$ cat config.mk
export PLATFORM = sky130hd
export DESIGN_NAME = cp0_timer_flat
export DESIGN_NICKNAME = d
export VERILOG_FILES = /design/src/rtl/cp0_pkg.sv /design/src/rtl/cp0_timer_if.sv /design/src/rtl/timer_prescaler.sv /design/src/rtl/cp0_timer.sv /design/src/flat_wrapper.sv
export SDC_FILE = /design/constraint.sdc
export NUM_CORES = 1
export LEC_CHECK = 0
export BUFFER_PORTS_ARGS = -buffer_cell sky130_fd_sc_hd__buf_2
export CAP_MARGIN = 25
export CORE_ASPECT_RATIO = 1.5
export CORE_MARGIN = 2
export CORE_UTILIZATION = 52
export CTS_BUF_LIST = sky130_fd_sc_hd__clkbuf_2
export CTS_CLUSTER_DIAMETER = 40
export DETAILED_ROUTE_END_ITERATION = 7
export PLACE_DENSITY = 0.83
export SYNTH_ARGS = -nofsm -noshare
export SYNTH_HDL_FRONTEND = slang
export SYNTH_SLANG_ARGS = --single-unit
$ cat constraint.sdc
create_clock -name clk -period 2.5 [get_ports clk]
set_input_delay 0.125 -clock clk [delete_from_list [all_inputs] [get_ports clk]]
set_output_delay 0.125 -clock clk [all_outputs]
set_load 0.05 [all_outputs]
$ cat src/rtl/cp0_pkg.sv
// Shared CP0 constants for the Count/Compare timer: register addresses,
// Status bit positions, register width and the interrupt-enable helper.
package cp0_pkg;

  localparam int CP0_REG_W = 32;

  typedef logic [CP0_REG_W-1:0] cp0_word_t;

  localparam logic [4:0] CP0_COUNT_ADDR   = 5'd9;
  localparam logic [4:0] CP0_COMPARE_ADDR = 5'd11;

  localparam int STATUS_IE_BIT  = 0;
  localparam int STATUS_EXL_BIT = 1;
  localparam int STATUS_IM7_BIT = 15;

  // Timer interrupt is enabled when IE and IM7 are set and EXL is clear.
  function automatic logic timer_intr_en(input cp0_word_t status);
    return status[STATUS_IE_BIT] & status[STATUS_IM7_BIT] & ~status[STATUS_EXL_BIT];
  endfunction

endpackage

$ cat src/rtl/cp0_timer_if.sv
// CP0 register access bus between the CP0 block (master) and the timer (slave).
// Protocol: no valid/ready handshake. mtc0 is a single-cycle write strobe that
// commits wdata to register Rd at the next posedge; mfc0 is a read strobe and
// rdata is valid combinationally in the same cycle (0 when mfc0 is low or Rd
// is not a timer register). count/intr are continuously valid registered levels.
interface cp0_timer_if;
  import cp0_pkg::*;

  logic      mtc0;
  logic      mfc0;
  logic [4:0] Rd;
  cp0_word_t wdata;
  cp0_word_t status;
  cp0_word_t rdata;
  cp0_word_t count;
  logic      intr;

  modport master (
    output mtc0, mfc0, Rd, wdata, status,
    input  rdata, count, intr
  );

  modport slave (
    input  mtc0, mfc0, Rd, wdata, status,
    output rdata, count, intr
  );

endinterface

$ cat src/rtl/timer_prescaler.sv
// Free-running 2^DIV_LOG2 prescaler. tick is high in the cycle the counter is
// all-ones; clr restarts the count from zero. DIV_LOG2 = 0 ticks every cycle.
module timer_prescaler #(
  parameter int DIV_LOG2 = 1
) (
  input  logic clk,
  input  logic rst,
  input  logic clr,
  output logic tick
);

  generate
    if (DIV_LOG2 == 0) begin : g_nodiv
      logic unused_ports;
      assign unused_ports = clk ^ rst ^ clr;
      assign tick = 1'b1;
    end else begin : g_div
      logic [DIV_LOG2-1:0] presc_q;
      logic [DIV_LOG2-1:0] presc_d;

      // Next prescaler value: restart on clr, otherwise advance (wraps).
      always_comb begin
        presc_d = presc_q + 1'b1;
        if (clr) presc_d = '0;
      end

      // Prescaler register.
      always_ff @(posedge clk) begin
        if (rst) presc_q <= '0;
        else     presc_q <= presc_d;
      end

      assign tick = &presc_q;
    end
  endgenerate

endmodule

$ cat src/rtl/cp0_timer.sv
// CP0 Count/Compare timer. Count (reg 9) advances on the prescaled tick,
// Compare (reg 11) sets a sticky pending flag on equality; any Compare write
// clears it. Optional macro CP0_TIMER_INT_MASK_EN gates intr with the CP0
// Status IE/IM7/EXL bits (pending itself is never masked).
module cp0_timer
  import cp0_pkg::*;
#(
  parameter int        DIV_LOG2    = 1,
  parameter cp0_word_t COUNT_RST   = 32'h0000_0000,
  parameter cp0_word_t COMPARE_RST = 32'hFFFF_FFFF
) (
  input logic        clk,
  input logic        rst,
  cp0_timer_if.slave bus
);

  cp0_word_t count_q, count_d;
  cp0_word_t compare_q, compare_d;
  logic      pending_q, pending_d;
  logic      tick;
  logic      count_wr;
  logic      compare_wr;

  assign count_wr   = bus.mtc0 && (bus.Rd == CP0_COUNT_ADDR);
  assign compare_wr = bus.mtc0 && (bus.Rd == CP0_COMPARE_ADDR);

  // A Count write restarts the prescaler so the new value holds a full period.
  timer_prescaler #(.DIV_LOG2(DIV_LOG2)) u_prescaler (
    .clk  (clk),
    .rst  (rst),
    .clr  (count_wr),
    .tick (tick)
  );

  // Next-state for Count/Compare/pending; writes beat ticks, clear beats match.
  always_comb begin
    count_d   = count_q;
    compare_d = compare_q;
    pending_d = pending_q;
    if (count_wr)  count_d = bus.wdata;
    else if (tick) count_d = count_q + 32'd1;
    if (compare_wr) begin
      compare_d = bus.wdata;
      pending_d = 1'b0;
    end else if (count_q == compare_q) begin
      pending_d = 1'b1;
    end
  end

  // Timer state registers.
  always_ff @(posedge clk) begin
    if (rst) begin
      count_q   <= COUNT_RST;
      compare_q <= COMPARE_RST;
      pending_q <= 1'b0;
    end else begin
      count_q   <= count_d;
      compare_q <= compare_d;
      pending_q <= pending_d;
    end
  end

  // Read mux: registered (pre-write) values, zero when not addressed.
  always_comb begin
    bus.rdata = '0;
    if (bus.mfc0) begin
      if (bus.Rd == CP0_COUNT_ADDR)        bus.rdata = count_q;
      else if (bus.Rd == CP0_COMPARE_ADDR) bus.rdata = compare_q;
    end
  end

  assign bus.count = count_q;

`ifdef CP0_TIMER_INT_MASK_EN
  assign bus.intr = pending_q & timer_intr_en(bus.status);
`else
  logic unused_status;
  assign unused_status = ^bus.status;
  assign bus.intr = pending_q;
`endif

endmodule

$ cat src/flat_wrapper.sv
// flat-port wrapper written by rule: the top's interface ports become plain ports
module cp0_timer_flat import cp0_pkg::*;
#(
  parameter int        DIV_LOG2    = 1,
  parameter cp0_word_t COUNT_RST   = 32'h0000_0000,
  parameter cp0_word_t COMPARE_RST = 32'hFFFF_FFFF
)
  (clk, rst, bus_mtc0, bus_mfc0, bus_Rd, bus_wdata, bus_status, bus_rdata, bus_count, bus_intr);
  cp0_timer_if bus_i ();
  input logic clk;
  input logic rst;
  input wire logic [$bits(bus_i.mtc0)-1:0] bus_mtc0;
  input wire logic [$bits(bus_i.mfc0)-1:0] bus_mfc0;
  input wire logic [$bits(bus_i.Rd)-1:0] bus_Rd;
  input wire logic [$bits(bus_i.wdata)-1:0] bus_wdata;
  input wire logic [$bits(bus_i.status)-1:0] bus_status;
  output wire logic [$bits(bus_i.rdata)-1:0] bus_rdata;
  output wire logic [$bits(bus_i.count)-1:0] bus_count;
  output wire logic [$bits(bus_i.intr)-1:0] bus_intr;
  assign bus_i.mtc0 = bus_mtc0;
  assign bus_i.mfc0 = bus_mfc0;
  assign bus_i.Rd = bus_Rd;
  assign bus_i.wdata = bus_wdata;
  assign bus_i.status = bus_status;
  assign bus_rdata = bus_i.rdata;
  assign bus_count = bus_i.count;
  assign bus_intr = bus_i.intr;
  cp0_timer #(.DIV_LOG2(DIV_LOG2), .COUNT_RST(COUNT_RST), .COMPARE_RST(COMPARE_RST)) u_core (.clk(clk), .rst(rst), .bus(bus_i));
endmodule
# --- Word level (Yosys, flattened, before mapping) ---
# Index checks and enable logic that the tools add are counted.
op_classes:
  add_sub_neg: 2
  n_eq_ne: 3
  n_mux: 5
  n_reduce_logical: 5
ops:
  columns: ["operator", "n"]
  rows:
  - ["$mux 32", 5]
  - ["$add 32x1->32 const B", 1]
  - ["$eq 32x32->1", 1]
  - ["$eq 5x4->1 const B", 2]
  - ["$reduce_or 2->1", 2]
  - ["$logic_and 1x1->1", 2]
  - ["$reduce_bool 2->1", 1]
  - ["$add 1x1->1 const B", 1]
word_totals:
  ff_bits: 66
  inputBits: 73
  output_inout_bits: 65
  word_cells: 19

# --- Logic depth before layout (Yosys ltp) ---
# Gate-level depths: netlist of run 1.
depth:
  ltp_word: 4
  ltp_mapped: 7
  ltp_nobuf: 6

# --- Modules after synthesis ---
# From an unflattened synthesis of run 1, not the netlist that was laid out.
hier_totals:
  cells_unflattened: 489
  area_unflattened_um2: 3952.5
by_module_without_submodules:
  columns: ["module", "n_inst", "cells_per_inst", "area_each_um2", "seq_area_each_um2"]
  rows:
  - ["cp0_timer", 1, 487, 3922.5, 1301.2]
  - ["timer_prescaler", 1, 2, 30.0, 20.0]

# --- Least setup slack after synthesis of run 1 ---
# OpenSTA, ideal clock, no wires.
synth_timing:
  kind: "register to register"
  start: "register u_core.count_q[10], in the netlist u_core.bus.count[10]"
  end: "register u_core.count_q[28], in the netlist u_core.bus.count[28]"
  setup_time_ns: 0.079
  arrival_time_ns: 2.195
  required_ns: 2.421
  setup_slack_ns: 0.225
  path_stages_with_launch: 8
  path_buffers: 2
  period_less_slack_ns: 2.275
  path_cell_list: "dfxtp_1 -> buf_4 -> nand4_2 -> or4_4 -> buf_6 -> nor4_4 -> xnor2_1 -> a211oi_2"
synth_via:
  elab_chain_len: 3
synth_rtl:
  columns: ["item", "line", "source"]
  rows:
  - ["from (decl)", "cp0_timer.sv:17", "cp0_word_t count_q, count_d;"]
  - ["from (signal assigned)", "cp0_timer.sv:57", "count_q <= count_d;"]
  - ["$add 32x1->32", "cp0_timer.sv:41", "else if (tick) count_d = count_q + 32'd1;"]
  - ["$mux 32", "cp0_timer.sv:41", null]
  - ["$mux 32", "cp0_timer.sv:40", "if (count_wr) count_d = bus.wdata;"]
# No other way between the ends. The select of a mux whose other input is x is not followed.
# A chain may end at the register's enable or synchronous reset.

# --- Final worst setup path of run 1 ---
layout_timing:
  start: "register u_core.count_q[10], in the netlist u_core.bus.count[10]"
  end: "register u_core.count_q[31], in the netlist u_core.bus.count[31]"
# The elaborated chain is that of the path after synthesis.

==> results.md, run 1 <==
- FF-to-FF setup slack: between 0.3 and 0.4 ns
- 1st-pass router iterations: 4
- Critical Path Source Type: flip-flop
- Effective utilization at floorplan: between 50% and 60%
- Post-synthesis instance total: 483
- First-pass GRT wire length: about 18 mm
- XOR/XNOR Fraction of Synth Area: roughly 13%
- Largest family of logic cells by synthesized area: simple AND/OR/NAND/NOR gates
- Worst R2R Path Depth: 5
- Critical-path maximum fanout: 13
- Placed wire-length estimate: about 7.6 mm
- GP Congestion: ~0.85
- Port-buffer cells: ~110
- Final Hold Violating Endpoints: 0
- Biggest area consumer among synthesized cells: dfxtp_1
- Setup Fix Bufs, Post-CTS: 0
- Gr ovfl total: 0
- Vias in the first global route: slightly below 4000
- Die ar.: ~8400 um^2
- Global Route met2 Usage: a little under half
- Unrepaired setup endpoints after global routing: false
- Global Route Usage Sum: between 20% and 30%
- Slew headroom: 51.0%
- Detailed Route WL: approximately 11 mm
- CP arrival: 2.63 ns
- Pwr/cell area: a little under 400 nW/um^2
- Core Area: ~7500 um^2
- CP top delay family: simple AND/OR/NAND/NOR gates
- Proportion of layout cells with a drive suffix above 1: 23.7%
- CTS tree: done
- Slowest cell on the critical path: or4_4
- Worst hold path type: input port to flip-flop
- Initial antenna violation count: 0
- Commonest cells after routing, fill and taps aside: buf_2, nand2_1, nor2_1, dfxtp_1, xnor2_1
- Worst Max-Slew Pin Slew: about 0.73 ns
- H-tree depth: 3
- Io pins: between 100 and 150
- Final core area utilization: approximately two thirds
- Final Setup Violations: 0
- Mux share of post-synthesis cell area: roughly 8.6%
- RR Endpoint: u_core.bus.count[31]
- Nets@finish: a little under 700
- Synth Area in Compound Gates: under 10%
- Synthesized area per cell: 8.22 um^2
- Worst hold stages: 5
- Worst VDD drop: between 200 and 300 uV
- Initial drt markers: 212
- Status: finished, final reports clean
- Max incr delay on CP: 0.69 ns
- Setup tns final: 0 ns
- Clk_lat worst skew: 0.54 ns
- Most common cell after layout, fill and taps aside: buf_2
- Filler Cells Inserted: 669
- Die W: roughly 75 um
- Largest net degree at the start of global routing: 46
- Max Cap Viol: 0
- WL per Instance: about 16 um
- Cell Rows: 39
- Top Usage Layer GRT: met2
- Yosys warns: 0
- Leak pwr: 0.00220 uW
- Critical path class: flip-flop to flip-flop
- CP Data Required Time: about 3.0 ns
- CTS Buf Count: 9
- Grt met3 use: approximately 3.6%
- Fin crit share: slightly below 90%
- DRC viols: 0
- Synthesized cell area: 3970 um^2
- Register area: 1320 um^2
- Synth area leaders: dfxtp_1, xnor2_1, mux2i_1
- Root Buffer: clkbuf_2
- Synth Area in Simple Gates: a little under a third
- Sink Count: 66
- Hold Startpoint: bus_Rd[1]
- CP cell instances: nand4_2 > or4_4 > nor4_1 > xnor2_1 > a211oi_1
- ANT cells: 0
- Syn Nets: between 500 and 600
- Area grow syn2layout: 23.6%
- Clk buf depth: 2
- DR vias: 3927
- Multi-input logic area: 2400 um^2
- Netlist cell types: between 40 and 50
- Worst R2R Start: u_core.bus.count[10]
- Worst hold endpoint: u_core.u_prescaler.tick
- Worst Clk Skew: about 0.018 ns
- Hold buffers post-CTS: 35
- Post-synthesis register bit count: 66
- Minimum clock period: 2.16 ns
- Routed Antenna Nets: 0
- Buf/Inv on CP: 0
- CTS clk-pin slew, worst paths: roughly 0.18 ns
- Post-Synth Adder-Cell Area: less than 1%
- FMAX: ~460 MHz
- Met1 Track Usage GR: between 30% and 40%
- Slew Viols, Final: 0
- Type of element capturing the critical path: flip-flop
- Post-CTS resize count: 0
- Via density: roughly 5.5
- Post-synth top area share: 33.3%
- Chip height: roughly 110 um
- Sequential share of the synthesized area: around a third
## worst min-delay path: cells and delay by family
| family | cells | cell delay (ns) |
|---|---|---|
| and+or+nand+nor | 3 | 0.33 |
| buffers and inverters | 2 | 0.16 |
## synthesized netlist by cell type (all sizes together)
library cell	instances
dfxtp	66
nand4	20
xor2	10
nor2	69
and3	3
buf	12
nand2b	1
and4	5
o21ai	5
nand3	11
nor4	5
a311oi	4
nor3b	1
or3	4
a211oi	26
nor3	11
dlygate4sd3	1
mux2i	34
ha	1
clkbuf	24
nand2	74
inv	7
o22ai	1
clkdlybuf4s15	1
and2	3
a21oi	2
or4	1
nand3b	33
xnor2	48
## area by class of cell
cell class / count / area share (%)
multi-input cells: 372 / 49.0
flip-flops and latches: 66 / 26.9
repair buffers: 151 / 19.5
well taps: 102 / 2.60
clock buffers: 9 / 0.918
inverters: 7 / 0.536
clock inverters: 6 / 0.510
## logic make-up after synthesis
logic type / count (synthesis)
multiplexers: 34
AND/OR/NAND/NOR: 241
adder cells (fa/ha/maj): 1
flip-flops: 66
XOR/XNOR: 58
buffers and inverters: 45
AO/OA/AOI/OAI: 38
## flip-flops by register name, summed over array words and instances (netlist names)
| register | count |
|---|---|
| u_core.bus.intr | 1 |
| u_core.bus.count | 32 |
| u_core.u_prescaler.tick | 1 |
| u_core.compare_q | 32 |
## worst max-delay path by stage
stage                              start                   end  slack, ns  cells after the start
CTS                 u_core.bus.count[10]  u_core.bus.count[31]       0.35                      5
floorplan           u_core.bus.count[10]  u_core.bus.count[28]       0.23                      7
finish              u_core.bus.count[10]  u_core.bus.count[31]       0.34                      5
global placement    u_core.bus.count[10]  u_core.bus.count[31]       0.46                      5
global route        u_core.bus.count[10]  u_core.bus.count[31]       0.20                      5
detailed placement  u_core.bus.count[10]  u_core.bus.count[31]       0.40                      5
## through the flow
stage          instances  hold WS (ns)  cell area (um^2)  setup slack, ns  power [uW]
6_report             713        0.0992              4910            0.338        1920
5_1_grt              713         0.144              4910            0.204        2000
4_1_cts              713        0.0770              4910            0.354        1930
3_5_place_dp         663         0.357              4490            0.402        1400
3_3_place_gp         663         0.352              4490            0.458        1400
2_1_floorplan        483         0.249              3970            0.225        1310
## metal layers
| layer | up-vias | share of wire (%) |
|---|---|---|
| met5 | - | 0 |
| met4 | 0 | 4.9 |
| met3 | 36 | 5.1 |
| met2 | 137 | 51 |
| met1 | 1845 | 39 |
| li1 | 1909 | - |
## report_power, final
| group | internal, uW | total (uW) | switching (uW) |
|---|---|---|---|
| Sequential | 1070 | 1110 | 33.5 |
| Combinational | 140 | 320 | 180 |
| Clock | 109 | 496 | 386 |
No activity file was read; power rests on OpenSTA's default activity.
==> run 2, diff against run 1 <==
- CTS_BUF_LIST: sky130_fd_sc_hd__clkbuf_2 -> sky130_fd_sc_hd__clkbuf_8
- SETUP_SLACK_MARGIN: unset -> 0.2
- SLEW_MARGIN: unset -> 5
==> run 2 against run 1 <==
The flow now finishes with violations (hold timing); global-route usage shrank 0.93 points; power grew 18%; largest power group unchanged; hold slack lost 0.10 ns; clock power grew 78%; highest routed layer unchanged.
==> results.md, run 2 (synthesis results as in run 1) <==
- Via density: 5.56 (+0.93%)
- First-pass GRT wire length: 17.3 mm (-2.7%)
- Worst Clk Skew: 0.00566 ns (-0.0125 ns)
- Leak pwr: 0.00215 uW (-2.2%)
- Initial antenna violation count: 0 (unchanged)
- CTS Buf Count: 9 (unchanged)
- Die ar.: 8360 um^2 (unchanged)
- Type of element capturing the critical path: flip-flop
- CP cell instances: nand4_2 > or4_4 > nor4_1 > xnor2_1 > a211oi_1
- Worst Setup Slack, final: 0.338 ns (-0.000438 ns)
- Most common cell after layout, fill and taps aside: buf_2
- Port-buffer cells: 105 (unchanged)
- FMAX: 463 MHz (about the same)
- Final core area utilization: 63.7% (-1.6 points)
- Cell Int Power: 1650 uW (+25%)
- Slowest cell on the critical path: or4_4
- Die W: 75.3 um (unchanged)
- 1st-pass router iterations: 4 (unchanged)
- CP Data Required Time: 2.77 ns (-0.20 ns)
- Gate power share: 12.7% (-3.9 points)
- Placed wire-length estimate: 7.65 mm (unchanged)
- Failing checks: hold timing
- Critical Path Source Type: flip-flop
- Final Setup Violations: 0 (unchanged)
- Wire length on met3: 699 um (+22%)
- CTS tree: done
- Gr ovfl total: 0 (unchanged)
- Clk buf depth: 2 (unchanged)
- Nets@finish: 657 (-3.5%)
- Met1 Routed Length: 4.10 mm (-6.5%)
- Core Area: 7510 um^2 (unchanged)
- Worst hold path type: input port to flip-flop
- WL per Instance: 15.7 um (-0.24%)
- Commonest cells after routing, fill and taps aside: buf_2, nand2_1, nor2_1, dfxtp_1, xnor2_1
- Slew Viols, Final: 0 (unchanged)
- Cell Rows: 39 (unchanged)
- Status: finished with violations
- Worst hold stages: 3 (-2)
- Setup Fix Bufs, Post-CTS: 0 (unchanged)
- Minimum clock period: 2.16 ns (+0.000438 ns)
- Area grow syn2layout: 20.5%
- Detailed Route WL: 10.8 mm (-3.6%)
- Final Non-Filler Cells: 689 (-3.4%)
- Max Cap Viol: 0 (unchanged)
- CP arrival: 2.43 ns (-0.20 ns)
- Sequential Power Share: 48.6% (-9.0 points)
- Met2 wire length: 5.55 mm (-2.5%)
- Final Hold Violating Endpoints: 1 (+1)
- Psw: 628 uW (+4.7%)
- Worst R2R Path Depth: 5 (unchanged)
- Worst VDD drop: 315 uV (+6.3%)
- Vias in the first global route: 3709 (-3.6%)
- Initial drt markers: 237 (+12%)
- Critical path class: flip-flop to flip-flop
- Clk_lat worst skew: 0.36 ns (-0.18 ns)
- Top Layer Used: met4
- Setup tns final: 0 ns (unchanged)
- Routed Antenna Nets: 0 (unchanged)
- Worst Max-Slew Pin Slew: 0.727 ns (-0.00682 ns)
- Slew headroom: 51.5% (+0.45 points)
- Max incr delay on CP: 0.69 ns (about the same)
- Unrepaired setup endpoints after global routing: false
- Place WS: 0.402 ns (unchanged)
- ANT cells: 0 (unchanged)
- Sw Ratio: 27.6% (-3.6 points)
- DR vias: 3830 (-2.5%)
- H-tree depth: 3 (unchanged)
- Fin crit share: 86.5% (about the same)
- Root Buffer: clkbuf_8
- Sink Count: 66 (unchanged)
- Clock power share: 38.7% (+13 points)
- Number of cells after detailed placement: 663 (unchanged)
- CTS clk-pin slew, worst paths: 0.07 ns (-0.11 ns)
- DRC viols: 0 (unchanged)
- Pwr/cell area: 476 nW/um^2 (+21%)
- Io pins: 138 (unchanged)
- Critical-path maximum fanout: 13 (unchanged)
- Global Route Usage Sum: 26.6% (-0.93 points)
- GP Congestion: 0.852 (unchanged)
- Largest net degree at the start of global routing: 46 (unchanged)
- Effective utilization at floorplan: 52.8% (unchanged)
- Chip height: 111 um (unchanged)
- Proportion of layout cells with a drive suffix above 1: 25.4% (+1.7 points)
- Final hold slack: -0.000805 ns (-0.100 ns)
==> run 2: cell count changes in the layout (fill, tap and decap cells not counted), sizes merged <==
cell | previous run | this run
clkinv | 6 | 2
dlygate4sd3 | 35 | 11
clkbuf | 9 | 13
==> run 2: area by class of cell <==
class | count | area (um^2)
Clock inverter | 2 | 10.0
Inverter | 7 | 26.3
Clock buffer | 13 | 179
Timing Repair Buffer | 127 | 718
Multi-Input combinational cell | 372 | 2400
Fill cell | 692 | 2730
Tap cell | 102 | 128
Sequential cell | 66 | 1320
==> run 2: what timing repair did <==
| action | in CTS | in global routing |
|---|---|---|
| gates resized for setup | 0 | 0 |
| hold endpoints to repair | 11 | 0 |
| hold buffers | 11 | 0 |
==> run 2: critical path: cells and delay by family (launching register included) <==
kind             cells  cell delay (ns)
AND/OR/NAND/NOR      3             1.19
flip-flops           1             0.54
AO/OA/AOI/OAI        1             0.23
XOR/XNOR             1             0.11
==> run 2: power groups by stage <==
stage	clock (uW)	combinational [uW]	sequential, uW
final	881	290	1110
after CTS	880	290	1100
after floorplan	0	154	1160
after global routing	916	311	1110
after global placement	0	271	1130
after detailed placement	0	275	1130
==> run 2: path summary, 6_finish.rpt <==
check | from | endpoint | slack, ns
setup / recovery | u_core.bus.count[9] | u_core.bus.count[31] | 0.34
hold / removal | bus_wdata[2] | u_core.compare_q[2] | -0.0008
setup reg to reg | u_core.bus.count[9] | u_core.bus.count[31] | 0.34
hold reg to reg | u_core.compare_q[10] | u_core.compare_q[10] | 0.50
==> run 2: metal layers <==
layer,vias to the layer above,global-route usage (%)
met3,33,5.09
met5,-,0
met4,0,14.6
li1,1849,-
met2,140,43.9
met1,1808,31.2
==> run 2: per-stage QoR <==
step                hold WS (ns)  total power (uW)  instance area, um^2
finish                 -0.000805              2280                 4780
floorplan                  0.249              1310                 3970
global placement           0.352              1400                 4490
CTS                      0.00138              2270                 4780
global route             0.00327              2330                 4780
detailed placement         0.357              1400                 4490
==> run 3, diff against run 2 <==
- CORE_UTILIZATION: 52 -> 40
- PLACE_DENSITY: 0.83 -> 0.66
==> run 3 against run 2 <==
The run now ends clean; setup slack better by 0.047 ns; sequential share of layout area is 0.58 points lower; clock skew grew 0.0027 ns; first-iteration DRC count shrank 41%; global-route usage down 5.5 points; power grew 6.6%; register-to-register slack gained 0.05 ns; critical path type unchanged; critical endpoint is now u_core.bus.count[23]; largest cell class unchanged; highest routed layer unchanged.
==> results.md, run 3 (synthesis results as in run 1) <==
- WL per Instance: 15.8 um (+0.70%)
- Slew headroom: 56.3% (+4.8 points)
- Commonest cells after routing, fill and taps aside: buf_2, nand2_1, nor2_1, dfxtp_1, xnor2_1
- Final hold slack: 0.00418 ns (+0.00499 ns)
- CP Data Required Time: 2.76 ns (about the same)
- Fin crit share: 84.6% (-1.9 points)
- Slowest cell on the critical path: or4_4
- Global Route Usage Sum: 21.2% (-5.5 points)
- Initial drt markers: 140 (-41%)
- Initial antenna violation count: 0 (unchanged)
- Pwr/cell area: 497 nW/um^2 (+4.4%)
- Critical-path maximum fanout: 13 (unchanged)
- Detailed Route WL: 11.2 mm (+3.6%)
- Sequential Power Share: 45.5% (-3.1 points)
- CTS clk-pin slew, worst paths: 0.08 ns (about the same)
- CTS Buf Count: 9 (unchanged)
- Final core area utilization: 50.4% (-13 points)
- H-tree depth: 3 (unchanged)
- DRC viols: 0 (unchanged)
- DR vias: 3771 (-1.5%)
- Vias in the first global route: 3746 (+1.0%)
- Gate power share: 12.2% (-0.5 points)
- Gr ovfl total: 0 (unchanged)
- Leak pwr: 0.00219 uW (+1.6%)
- Max Cap Viol: 0 (unchanged)
- Buf/Inv on CP: 0 (unchanged)
- Effective utilization at floorplan: 41.0% (-12 points)
- Via density: 5.32 (-4.3%)
- CTS tree: done
- Area grow syn2layout: 23.1%
- Final Hold Violating Endpoints: 0 (-1)
- Sink Count: 66 (unchanged)
- Setup tns final: 0 ns (unchanged)
- Die ar.: 10800 um^2 (+29%)
- Largest net degree at the start of global routing: 40 (-13%)
- CP top delay family: simple AND/OR/NAND/NOR gates
- Chip height: 126 um (+14%)
- Port-buffer cells: 105 (unchanged)
- Routed Antenna Nets: 0 (unchanged)
- Final Setup Violations: 0 (unchanged)
- Worst Clk Skew: 0.00835 ns (+0.00269 ns)
- 1st-pass router iterations: 4 (unchanged)
- Psw: 666 uW (+6.1%)
- Worst hold path type: input port to flip-flop
- Minimum clock period: 2.12 ns (-0.0468 ns)
- Core Area: 9690 um^2 (+29%)
- Die W: 85.3 um (+13%)
- Slew Viols, Final: 0 (unchanged)
- FMAX: 473 MHz (+2.2%)
- Place WS: 0.440 ns (+0.0379 ns)
- Clk_lat worst skew: 0.36 ns (about the same)
- Cell Int Power: 1760 uW (+6.8%)
- Unrepaired setup endpoints after global routing: false
- Critical Path Source Type: flip-flop
- Critical path class: flip-flop to flip-flop
- CP cell instances: nand4_2 > or4_4 > or3_1 > a311oi_1
- Most common cell after layout, fill and taps aside: buf_2
- Worst VDD drop: 273 uV (-13%)
- Sw Ratio: 27.5% (-0.13 points)
- Root Buffer: clkbuf_8
- Cell Rows: 44 (+13%)
- Worst Setup Slack, final: 0.385 ns (+0.0468 ns)
- CP arrival: 2.38 ns (-0.05 ns)
- First-pass GRT wire length: 18.2 mm (+5.0%)
- Setup Fix Bufs, Post-CTS: 0 (unchanged)
- Io pins: 138 (unchanged)
- Proportion of layout cells with a drive suffix above 1: 25.9% (+0.54 points)
- ANT cells: 0 (unchanged)
- Clk buf depth: 2 (unchanged)
- Type of element capturing the critical path: flip-flop
- Clock power share: 42.3% (+3.6 points)
- Worst Max-Slew Pin Slew: 0.655 ns (-0.0722 ns)
- Placed wire-length estimate: 8.33 mm (+9.0%)
- Max incr delay on CP: 0.67 ns (-0.02 ns)
- Nets@finish: 663 (+0.91%)
- Status: finished, final reports clean
- GP Congestion: 0.813 (-4.5%)
-- run 3: changes by cell type in the layout (fill, tap and decap cells not counted), sizes merged --
| cell | before | now |
|---|---|---|
| clkinv | 2 | 1 |
| buf | 116 | 120 |
| dlygate4sd3 | 11 | 13 |
| inv | 7 | 9 |
| bufinv | 0 | 2 |
| clkbuf | 13 | 9 |
| clkinvlp | 0 | 2 |
-- run 3: area by class of cell --
class                           instances  area [um^2]
Inverter                                7         26.3
Sequential cell                        66         1320
Clock buffer                            9          124
Tap cell                              115          144
Fill cell                             972         4800
Multi-Input combinational cell        372         2400
Timing Repair Buffer                  133          768
Clock inverter                          7          101
-- run 3: routing by layer --
| metal | GRT usage (%) | part of all wire, % | vias up |
|---|---|---|---|
| met2 | 38.6 | 53 | 106 |
| met4 | 10.9 | 3.4 | 0 |
| met5 | 0 | 0 | - |
| li1 | - | - | 1877 |
| met3 | 2.75 | 4.6 | 24 |
| met1 | 23.6 | 39 | 1764 |
-- run 3: power groups by stage --
| stage | combinational (uW) | clock (uW) | sequential, uW |
|---|---|---|---|
| global placement | 279 | 0 | 1130 |
| detailed placement | 282 | 0 | 1130 |
| floorplan | 154 | 0 | 1160 |
| global route | 320 | 1090 | 1110 |
| finish | 297 | 1030 | 1100 |
| CTS | 299 | 1030 | 1100 |
-- run 3: what timing repair did --
action	in CTS	in global routing
hold endpoints to repair	13	0
setup endpoints to repair	0	0
gates resized for setup	0	0
hold buffers	13	0
-- run 3: worst paths after layout --
| kind | startpoint | end | slack (ns) | depth (start not counted) |
|---|---|---|---|---|
| setup / recovery | u_core.bus.count[16] | u_core.bus.count[23] | 0.38 | 4 |
| hold reg to reg | u_core.compare_q[6] | u_core.compare_q[6] | 0.50 | 2 |
| setup reg to reg | u_core.bus.count[16] | u_core.bus.count[23] | 0.38 | 4 |
| hold / removal | bus_wdata[20] | u_core.compare_q[20] | 0.004 | 3 |
-- run 3: worst register-to-register path, cell delays in order, from the launching register on --
cell and delay (ns):
dfxtp_1 0.49, nand4_2 0.19, or4_4 0.67, or3_1 0.38, a311oi_1 0.30
-- run 3: per-stage QoR --
step / power, uW / cells / area [um^2]
3_5_place_dp: 1410 / 680 / 4530
2_1_floorplan: 1310 / 483 / 3970
5_1_grt: 2520 / 709 / 4890
6_report: 2430 / 709 / 4890
3_3_place_gp: 1410 / 680 / 4530
4_1_cts: 2440 / 709 / 4890
